===== config.mk =====
export PLATFORM = sky130hd
export DESIGN_NAME = kpn_add_node
export DESIGN_NICKNAME = d
export VERILOG_FILES = /design/src/rtl/kpn_pkg.sv /design/src/rtl/kpn_sat_add.sv /design/src/rtl/kpn_add_node.sv
export SDC_FILE = /design/constraint.sdc
export NUM_CORES = 1
export LEC_CHECK = 0
export ABC_AREA = 1
export CAP_MARGIN = 0
export CELL_PAD_IN_SITES_DETAIL_PLACEMENT = 1
export CELL_PAD_IN_SITES_GLOBAL_PLACEMENT = 2
export CORE_MARGIN = 5
export CORE_UTILIZATION = 28
export DETAILED_ROUTE_END_ITERATION = 8
export PLACE_DENSITY = 0.82
export SLEW_MARGIN = 20
export SYNTH_ARGS = -nofsm -noshare
export SYNTH_HDL_FRONTEND = slang
export SYNTH_SLANG_ARGS = --single-unit

===== constraint.sdc =====
create_clock -name clk -period 3.4 [get_ports clk]
set_clock_uncertainty 0.1 [all_clocks]
set_input_delay 0.68 -clock clk [delete_from_list [all_inputs] [get_ports clk]]
set_output_delay 0.68 -clock clk [all_outputs]
set_load 0.02 [all_outputs]

===== src/rtl/kpn_pkg.sv =====
`default_nettype none
// ============================================================================
// Module      : kpn_pkg
// Description : Shared definitions for the KPN token-processing nodes:
//               token width, node FSM encoding and saturation limits.
// Revision    : 1.0 - initial release
// ============================================================================
package kpn_pkg;

  // Token width used across the KPN fabric FIFOs
  localparam int KPN_WORD_W = 16;

  // Node FSM encoding: consult flags, strobe read, capture data, strobe write
  typedef enum logic [1:0] {
    IDLE    = 2'b00,
    READ    = 2'b01,
    CAPTURE = 2'b10,
    WRITE   = 2'b11
  } kpn_state_t;

  // Clamp values for a KPN_WORD_W-wide result
  localparam logic [KPN_WORD_W-1:0] KPN_SAT_SMAX = 16'h7FFF;
  localparam logic [KPN_WORD_W-1:0] KPN_SAT_SMIN = 16'h8000;
  localparam logic [KPN_WORD_W-1:0] KPN_SAT_UMAX = 16'hFFFF;

endpackage : kpn_pkg
`default_nettype wire


===== src/rtl/kpn_sat_add.sv =====
`default_nettype none
// ============================================================================
// Module      : kpn_sat_add
// Description : Combinational B-bit adder with overflow detection. The sum is
//               formed in B+1 bits (sign- or zero-extended operands); when
//               the KPN_ADD_SAT_EN macro is defined an overflowing result is
//               clamped, otherwise it wraps modulo 2^B.
// Config      : KPN_ADD_SAT_EN - enable saturation on overflow
// Revision    : 1.0 - initial release
// ============================================================================
module kpn_sat_add
  import kpn_pkg::*;
#(
  parameter int B      = KPN_WORD_W,
  parameter bit SIGNED = 1'b1
) (
  input  logic [B-1:0] i_a,
  input  logic [B-1:0] i_b,
  output logic [B-1:0] o_sum,
  output logic         o_ovf
);

  logic [B:0] w_sum;

  // With sign-extended operands, bit B is the true sign of the exact sum, so
  // overflow is a disagreement between bit B and bit B-1.
  generate
    if (SIGNED) begin : g_signed
      assign w_sum = {i_a[B-1], i_a} + {i_b[B-1], i_b};
      assign o_ovf = w_sum[B] ^ w_sum[B-1];
    end else begin : g_unsigned
      assign w_sum = {1'b0, i_a} + {1'b0, i_b};
      assign o_ovf = w_sum[B];
    end
  endgenerate

`ifdef KPN_ADD_SAT_EN
  logic [B-1:0] w_clamp;

  // Direction of a signed overflow follows the exact sum's sign (bit B)
  generate
    if (SIGNED) begin : g_clamp_signed
      assign w_clamp = w_sum[B] ? {1'b1, {(B-1){1'b0}}} : {1'b0, {(B-1){1'b1}}};
    end else begin : g_clamp_unsigned
      assign w_clamp = {B{1'b1}};
    end
  endgenerate

  assign o_sum = o_ovf ? w_clamp : w_sum[B-1:0];
`else
  assign o_sum = w_sum[B-1:0];
`endif

endmodule : kpn_sat_add
`default_nettype wire


===== src/rtl/kpn_add_node.sv =====
`default_nettype none
// ============================================================================
// Module      : kpn_add_node
// Description : KPN compute node. Waits until both input FIFOs hold a token
//               and the output FIFO has room, pops one token from each (the
//               FIFOs return data one cycle after the read strobe), adds
//               them and pushes the sum. All outputs are registered.
// Config      : KPN_ADD_SAT_EN - saturate the sum on overflow (in kpn_sat_add)
// Revision    : 1.0 - initial release
// ============================================================================
module kpn_add_node
  import kpn_pkg::*;
#(
  parameter int B      = KPN_WORD_W,
  parameter bit SIGNED = 1'b1
) (
  input  logic         clk,
  input  logic         reset_n,
  input  logic         empty_a,
  input  logic         empty_b,
  input  logic [B-1:0] data_a,
  input  logic [B-1:0] data_b,
  input  logic         full_out,
  output logic         rd_a,
  output logic         rd_b,
  output logic         wr_out,
  output logic [B-1:0] data_out,
  output logic [15:0]  token_cnt,
  output logic         ovf
);

  kpn_state_t   r_state;
  logic         r_rd;
  logic         r_wr;
  logic [B-1:0] r_data;
  logic [15:0]  r_cnt;
  logic         r_ovf;

  logic [B-1:0] w_sum;
  logic         w_ovf;

  kpn_sat_add #(
    .B      (B),
    .SIGNED (SIGNED)
  ) u_add (
    .i_a   (data_a),
    .i_b   (data_b),
    .o_sum (w_sum),
    .o_ovf (w_ovf)
  );

  // Node FSM; strobes are registered alongside the state that owns them.
  // This node is the only reader/writer of its FIFOs, so flags are checked
  // once in IDLE and cannot change against us before WRITE.
  always_ff @(posedge clk or negedge reset_n) begin
    if (!reset_n) begin
      r_state <= IDLE;
      r_rd    <= 1'b0;
      r_wr    <= 1'b0;
      r_data  <= '0;
      r_cnt   <= '0;
      r_ovf   <= 1'b0;
    end else begin
      case (r_state)
        IDLE: begin
          r_wr <= 1'b0;
          if (!empty_a && !empty_b && !full_out) begin
            r_state <= READ;
            r_rd    <= 1'b1;
          end
        end
        READ: begin
          r_state <= CAPTURE;
          r_rd    <= 1'b0;
        end
        CAPTURE: begin
          // FIFO read data is valid now, one cycle after the strobe
          r_state <= WRITE;
          r_data  <= w_sum;
          r_ovf   <= r_ovf | w_ovf;
          r_wr    <= 1'b1;
        end
        WRITE: begin
          r_state <= IDLE;
          r_wr    <= 1'b0;
          r_cnt   <= r_cnt + 16'd1;
        end
        default: begin
          r_state <= IDLE;
          r_rd    <= 1'b0;
          r_wr    <= 1'b0;
        end
      endcase
    end
  end

  assign rd_a      = r_rd;
  assign rd_b      = r_rd;
  assign wr_out    = r_wr;
  assign data_out  = r_data;
  assign token_cnt = r_cnt;
  assign ovf       = r_ovf;

endmodule : kpn_add_node
`default_nettype wire


==> metrics.log, run 1 <==
[metrics] Synth Register Bits: 37
[metrics] max-slew headroom at the worst pin: approximately two fifths
[metrics] cts repair resizes: 0
[metrics] r2r setup slk: 1460 ps
[metrics] Boundary Pins: 73
[metrics] clock insertion delay at the later pin of the skew report: 280 ps
[metrics] quantity of hold-fixing buffers added after cts: 0
[metrics] GR Overflow Total: 0
[metrics] Initial DRC Count: 45
[metrics] remaining number of nets flagged by the antenna check after routing: 0
[metrics] peak fanout along the critical path: 5
[metrics] largest incremental delay on the critical path: 400 ps
[metrics] Reg2Reg Launch Point: r_state[0]
[metrics] pin count of the biggest net entering global routing: 38
[metrics] overall die area: ~0.011 mm²
[metrics] net count after synthesis: 404
[metrics] final sum of negative setup slack: 0 ps
[metrics] YS warnings: 0
[metrics] count of distinct cell types in the synthesized netlist: 30
[metrics] Routed Wire Length: ~7 mm
[metrics] share of flip-flops with an asynchronous set or reset: 100%
[metrics] RSZ-0062 raised after global routing: false
[metrics] minimum period implied by the final worst setup slack: between 2000 and 2500 ps
[metrics] Total Nets Final: roughly 480
[metrics] area leader, netlist: dfrtp_1
[metrics] cell count after synthesis: 343
[metrics] critical path capture point type: flip-flop
[metrics] routed wirelength normalized by instance count: 13.3 µm
[metrics] placed wire-length estimate: around 5.8 mm
[metrics] slowest stage cell, crit path: clkdlybuf4s50_1
[metrics] fraction of post-synthesis cell area in the top cell type by area: 36.1%
[metrics] Worst Path Arrival: 2450 ps
[metrics] CTS Root Buffer Type: clkbuf_8
[metrics] ANT cells: 0
[metrics] worst r2r dst: data_out[6]
[metrics] signed area change from the synthesized netlist to the final layout: 35.9%
[metrics] kind of launch point of the worst setup path: input port
[metrics] maximum vdd drop: 0.000199 V
[metrics] number of stages on the worst setup path: 11
[metrics] Slew Limit Fails: 0
[metrics] Placeable Area: between 0.009 and 0.01 mm²
[metrics] post-synthesis average cell area: ~7.5 µm²
[metrics] number of synthesized flops with an enable pin: 0
[metrics] Crit path top cell by count: nand2_1
[metrics] Critical Setup Path Class: in2reg
[metrics] clock transition at the registers of the reported paths: 80 ps
[metrics] cell area after layout: 0.00348 mm²
[metrics] antenna violations before repair: 0
[metrics] maximum root-to-sink buffer count: 2
[metrics] static leakage: between 1.5 and 2 nW
[metrics] global placement routability congestion: 0.774
[metrics] final worst hold slack: 382 ps
[metrics] total clock buffers created by CTS: 5
[metrics] port bufs: 72
[metrics] Power Density: ~600 mW/mm²
[metrics] Seq/Total Area, Yosys: 36.1%
[metrics] maxcap violations: 0
[metrics] upper clock frequency limit: 0.423 GHz
[metrics] DIE HEIGHT: 106 µm
[metrics] critical-path cell list: clkdlybuf4s50_1, ha_1, fa_1, nand2_1, nand2_1, nand3_1, nand2_1, a21oi_1, nand2_1, nand3_1, nand2_1
[metrics] total via count in the routed design: 2,426
[metrics] Total Power Consumption: about 2.1 mW
[metrics] Period Utilization, post-route: 69.6%
[metrics] number of setup violations in the final report: 0
[metrics] count of buffer and inverter cells on the critical path: 1
[metrics] Util after Layout: 38.4%
[metrics] post-CTS setup buffer count: 0
[metrics] Area contributors post-synth: dfrtp_1 (36%), nand2_1 (18%), ha_1 (11%)
[metrics] first-pass GRT wire length: between 10 and 15 mm
[metrics] Clock H-tree levels: 2
[metrics] TritonCTS clock tree: yes
[metrics] Mapped Area: 0.00256 mm²
[metrics] cell depth of the worst flop-to-flop path: 7
[metrics] TritonCTS Sinks: 37
[metrics] flip-flop cell with the highest count after synthesis: dfrtp_1
[metrics] count of cells along the worst hold path: 2
[metrics] fraction of layout cells with a size suffix above 1: 5.25%
[metrics] DRC: 0
[metrics] slew at the pin with the worst max-slew slack: 872 ps
[metrics] aggregate global-route resource usage: about an eighth
[metrics] Initial Utilization: 28.3%
[metrics] Die Wd: approximately 110 µm
[metrics] number of rows created at floorplan: 35
[metrics] first-pass iteration count of the detailed router: 4
[metrics] status: finished clean
[metrics] vias in the first global route: between 2,000 and 2,500
[metrics] cell family with most CP delay: adder cells
[metrics] count of final hold-check violations: 0
[metrics] start point of the critical path: data_a[0]
[metrics] mean number of vias per cell: 4.58
[metrics] class of the tightest hold or removal check: reg2reg
[metrics] Req. time, crit path: 3480 ps
[metrics] Placement Cell Area: 0.00340 mm²
[metrics] crit path capture: ovf
[metrics] final-layout fill cell count: 1,140
[power breakdown]
part	switching, mW	total, mW	internal (mW)	leakage (nW)
sequential	0.128	0.721	0.593	0.468
combinational	0.583	1.05	0.472	1.24
clock	0.161	0.304	0.142	0.0450
total	0.872	2.08	1.21	1.75
[synth_stat cells, types with 2 or more instances]
library cell and instances:
a21oi_1 13, or2_1 2, nand2_2 4, nand4_1 3
o21ai_0 9, ha_1 23, xnor2_1 7, inv_2 2
o21bai_1 2, nand3_1 22, mux2_2 2, clkbuf_1 3
nor3_1 6, nor2_1 16, xor2_1 11, nor3_4 2
nand2_1 120, nor2_2 2, dfrtp_1 37, inv_1 44
nand3b_1 4
[routing by layer]
layer  global-route usage (%)  wire length (µm)  vias up  part of all wire (%)
li1                         -                 -     1224                     -
met2                     24.0              3620       48                    51
met5                        0                 0        -                     0
met3                     1.90               257        9                   3.6
met4                     3.33                80        0                   1.1
met1                     15.4              3100     1145                    44
[flip-flops by register name, indices dropped and copies added, names as in the netlist]
| signal | flops |
|---|---|
| data_out | 16 |
| ovf | 1 |
| r_state | 2 |
| rd_a | 1 |
| token_cnt | 16 |
| wr_out | 1 |
[logic make-up (layout without fill, tap and decap cells)]
logic type | Yosys count | count (layout) | share of synthesized area (%)
AOI/OAI and AO/OA | 28 | 28 | 5.96
xor gates and xnor gates | 18 | 18 | 6.15
adders and majority gates | 24 | 24 | 12.0
buffers and inverters | 51 | 127 | 7.67
DFF | 37 | 37 | 36.1
muxes | 2 | 2 | 0.879
and+or+nand+nor | 183 | 183 | 31.2
[worst register-to-register path: cells and delay by family (launching register included)]
| family | cells | cell delay, ps |
|---|---|---|
| buffers and inverters | 3 | 830 |
| flip-flops | 1 | 410 |
| adder cells (fa/ha/maj) | 1 | 220 |
| AO/OA/AOI/OAI | 2 | 200 |
| AND/OR/NAND/NOR | 1 | 70 |
[cell type report]
cell class | instances | area [µm²] | area share [%]
multi-input combinational | 255 | 1440 | 41.3
sequential | 37 | 926 | 26.6
timing repair buffer | 73 | 723 | 20.8
tap | 111 | 139 | 3.99
clock buffer | 6 | 72.6 | 2.08
clock inverter | 2 | 10.0 | 0.287
inverter | 46 | 173 | 4.96
[placed cells by master, fill, tap and decap left out, drive strengths merged]
cell,Yosys,layout
a21o,1,1
a21oi,13,13
a22oi,1,1
and2,1,1
buf,2,2
clkbuf,3,6
clkdlybuf4s50,0,71
clkinv,0,2
dfrtp,37,37
fa,1,1
ha,23,23
inv,46,46
mux2,2,2
nand2,124,124
nand3,22,22
nand3b,4,4
nand4,3,3
nor2,19,19
nor3,8,8
o21ai,10,10
o21bai,2,2
o31ai,1,1
or2,2,2
xnor2,7,7
xor2,11,11
[stage by stage]
stage	instances	setup slack, ps
after floorplan	343	1300
after global placement	522	758
after detailed placement	522	717
after CTS	530	1030
after global routing	530	860
final	530	1030
[how the worst min path moves through the flow]
stage                  from      endpoint  slack, ps
2_1_floorplan       reset_n   data_out[0]        280
3_3_place_gp    data_out[0]   data_out[0]        360
3_5_place_dp   data_out[11]  data_out[11]        370
4_1_cts        data_out[11]  data_out[11]        390
5_1_grt         data_out[0]   data_out[0]        420
6_report        data_out[0]   data_out[0]        380
Note: power is estimated with default switching activity, not from simulation.
==> run 2: changes to the inputs <==
- CORE_UTILIZATION: 28 -> 26
- PLACE_DENSITY: 0.82 -> 0.77
- clock period: 3.4 -> 2.2 ns (I/O delays scaled with it)
==> run 2 against run 1 <==
Against the previous run: cell count increased by 9.2%; clock power increased by 110%; register-to-register slack got worse by 1200 ps; sequential share of layout area is 2.0 points lower; die area rose by 6.9%; design area grew 8.2%; worst setup slack lost 880 ps; combinational power rose by 66%; non-clock buffer count is 27 higher; hold slack lost 290 ps.
==> metrics.log, run 2 (synthesis results as in run 1) <==
[metrics] total via count in the routed design: 2,499 (+3.0%)
[metrics] kind of launch point of the worst setup path: input port
[metrics] Critical Setup Path Class: in2reg
[metrics] number of setup violations in the final report: 0 (unchanged)
[metrics] RSZ-0062 raised after global routing: false
[metrics] Initial DRC Count: 54 (+20%)
[metrics] DIE HEIGHT: 109 µm (+3.4%)
[metrics] DRC: 0 (unchanged)
[metrics] r2r setup slk: 300 ps (-1160 ps)
[metrics] most common cell after layout, fill and taps aside: nand2_1
[metrics] aggregate global-route resource usage: 13.1% (+0.22 points)
[metrics] static leakage: 1.89 nW (+8.1%)
[metrics] critical path capture point type: flip-flop
[metrics] slowest stage cell, crit path: clkdlybuf4s50_1
[metrics] crit path capture: data_out[8]
[metrics] clock insertion delay at the later pin of the skew report: 290 ps (about the same)
[metrics] count of final hold-check violations: 0 (unchanged)
[metrics] routed wirelength normalized by instance count: 12.8 µm (-3.8%)
[metrics] class of the tightest hold or removal check: in2async
[metrics] first-pass iteration count of the detailed router: 4 (unchanged)
[metrics] CTS Root Buffer Type: clkbuf_8
[metrics] GR Overflow Total: 0 (unchanged)
[metrics] largest incremental delay on the critical path: 400 ps (about the same)
[metrics] Total Nets Final: 506 (+5.6%)
[metrics] Clock H-tree levels: 2 (unchanged)
[metrics] port bufs: 72 (unchanged)
[metrics] mean number of vias per cell: 4.32 (-5.7%)
[metrics] maximum root-to-sink buffer count: 2 (unchanged)
[metrics] remaining number of nets flagged by the antenna check after routing: 0 (unchanged)
[metrics] maxcap violations: 0 (unchanged)
[metrics] Total Power Consumption: 3.48 mW (+67%)
[metrics] minimum period implied by the final worst setup slack: 2050 ps
[metrics] Placeable Area: 0.00968 mm² (+6.8%)
[metrics] Worst Path Arrival: 2130 ps (-320 ps)
[metrics] Initial Utilization: 26.5% (-1.8 points)
[metrics] placed wire-length estimate: 6.27 mm (+7.3%)
[metrics] first-pass GRT wire length: 12.6 mm (+6.8%)
[metrics] pin count of the biggest net entering global routing: 38 (unchanged)
[metrics] cell depth of the worst flop-to-flop path: 7 (unchanged)
[metrics] overall die area: 0.0119 mm² (+6.9%)
[metrics] TritonCTS Sinks: 37 (unchanged)
[metrics] critical-path cell list: clkdlybuf4s50_1, ha_1, fa_2, nand2_2, nand2_1, nand3_1, nand2_2, or2_1, nand3_1, nand2_1
[metrics] quantity of hold-fixing buffers added after cts: 0 (unchanged)
[metrics] start point of the critical path: data_a[0]
[metrics] maximum vdd drop: 0.000352 V (+77%)
[metrics] status: finished clean
[metrics] slew at the pin with the worst max-slew slack: 569 ps (-303 ps)
[metrics] worst r2r dst: token_cnt[13]
[metrics] post-place setup slack: -267 ps (-984 ps)
[metrics] clock transition at the registers of the reported paths: 80 ps (about the same)
[metrics] setup slack after layout: 152 ps (-882 ps)
[metrics] upper clock frequency limit: 0.488 GHz
[metrics] Slew Limit Fails: 0 (unchanged)
[metrics] antenna violations before repair: 0 (unchanged)
[metrics] Power Density: 924 mW/mm² (+55%)
[metrics] vias in the first global route: 2,723 (+9.2%)
[metrics] Die Wd: 109 µm (+3.4%)
[metrics] peak fanout along the critical path: 5 (unchanged)
[metrics] final sum of negative setup slack: 0 ps (unchanged)
[metrics] total clock buffers created by CTS: 5 (unchanged)
[metrics] Reg2Reg Launch Point: r_state[0]
[metrics] global placement routability congestion: 0.803 (+3.8%)
[metrics] number of rows created at floorplan: 36 (+2.9%)
[metrics] ANT cells: 0 (unchanged)
[metrics] max-slew headroom at the worst pin: 61.7% (+20 points)
[metrics] signed area change from the synthesized netlist to the final layout: 47.1%
[metrics] Boundary Pins: 73 (unchanged)
[metrics] fraction of layout cells with a size suffix above 1: 12.6% (+7.3 points)
[metrics] post-CTS setup buffer count: 0 (unchanged)
[metrics] TritonCTS clock tree: yes
[metrics] commonest cells after routing, fill and taps aside: nand2_1 (117), clkdlybuf4s50_1 (71), inv_1 (44)
[metrics] Period Utilization, post-route: between 90% and 100%
[metrics] Routed Wire Length: 7.42 mm (+5.1%)
[metrics] Req. time, crit path: 2290 ps (-1190 ps)
[run 2: power by group]
group          internal, mW  leakage, nW  total [mW]  switching (mW)
combinational         0.806         1.37        1.74           0.938
sequential            0.916        0.468        1.11           0.192
clock                 0.369       0.0574       0.629           0.260
total                  2.09         1.89        3.48            1.39
[run 2: layout make-up]
cell class | count | area [µm²]
clock buffers | 6 | 82.6
clock inverters | 2 | 37.5
fillers | 1202 | 5920
inverters | 46 | 173
multi-input cells | 255 | 1460
flip-flops and latches | 37 | 926
well taps | 133 | 166
repair buffers | 100 | 926
[run 2: worst min path at each step]
stage	startpoint	to	depth (start not counted)
floorplan	reset_n	data_out[0]	0
global placement	data_out[1]	data_out[1]	2
detailed placement	data_out[1]	data_out[1]	2
CTS	reset_n	data_out[6]	2
global route	reset_n	token_cnt[5]	2
finish	reset_n	data_out[5]	2
[run 2: repair_timing]
item	CTS	global route
endpoints found under the hold margin	0	0
gates resized for setup	0	6
setup endpoints to repair	0	6
[run 2: metal layers]
metal | GRT usage (%) | share of wire, % | wire [µm]
met1 | 15.9 | 44 | 3300
met2 | 24.4 | 51 | 3780
met3 | 2.13 | 3.8 | 284
met4 | 2.40 | 0.74 | 55
met5 | 0 | 0 | 0
[run 2: through the flow]
step                cells  hold WS, ps  area, µm²  utilization [%]
finish                579         95.7       3770             38.9
global placement      571          360       3630             37.5
CTS                   579          112       3750             38.7
global route          579          141       3770             38.9
floorplan             343         44.4       2560                -
detailed placement    571          361       3630             37.5
[run 2: worst max-delay path, delay by kind of cell]
kind | cells | cell delay [ps]
fa+ha+maj | 2 | 600
buf+inv | 1 | 400
simple gates | 7 | 700
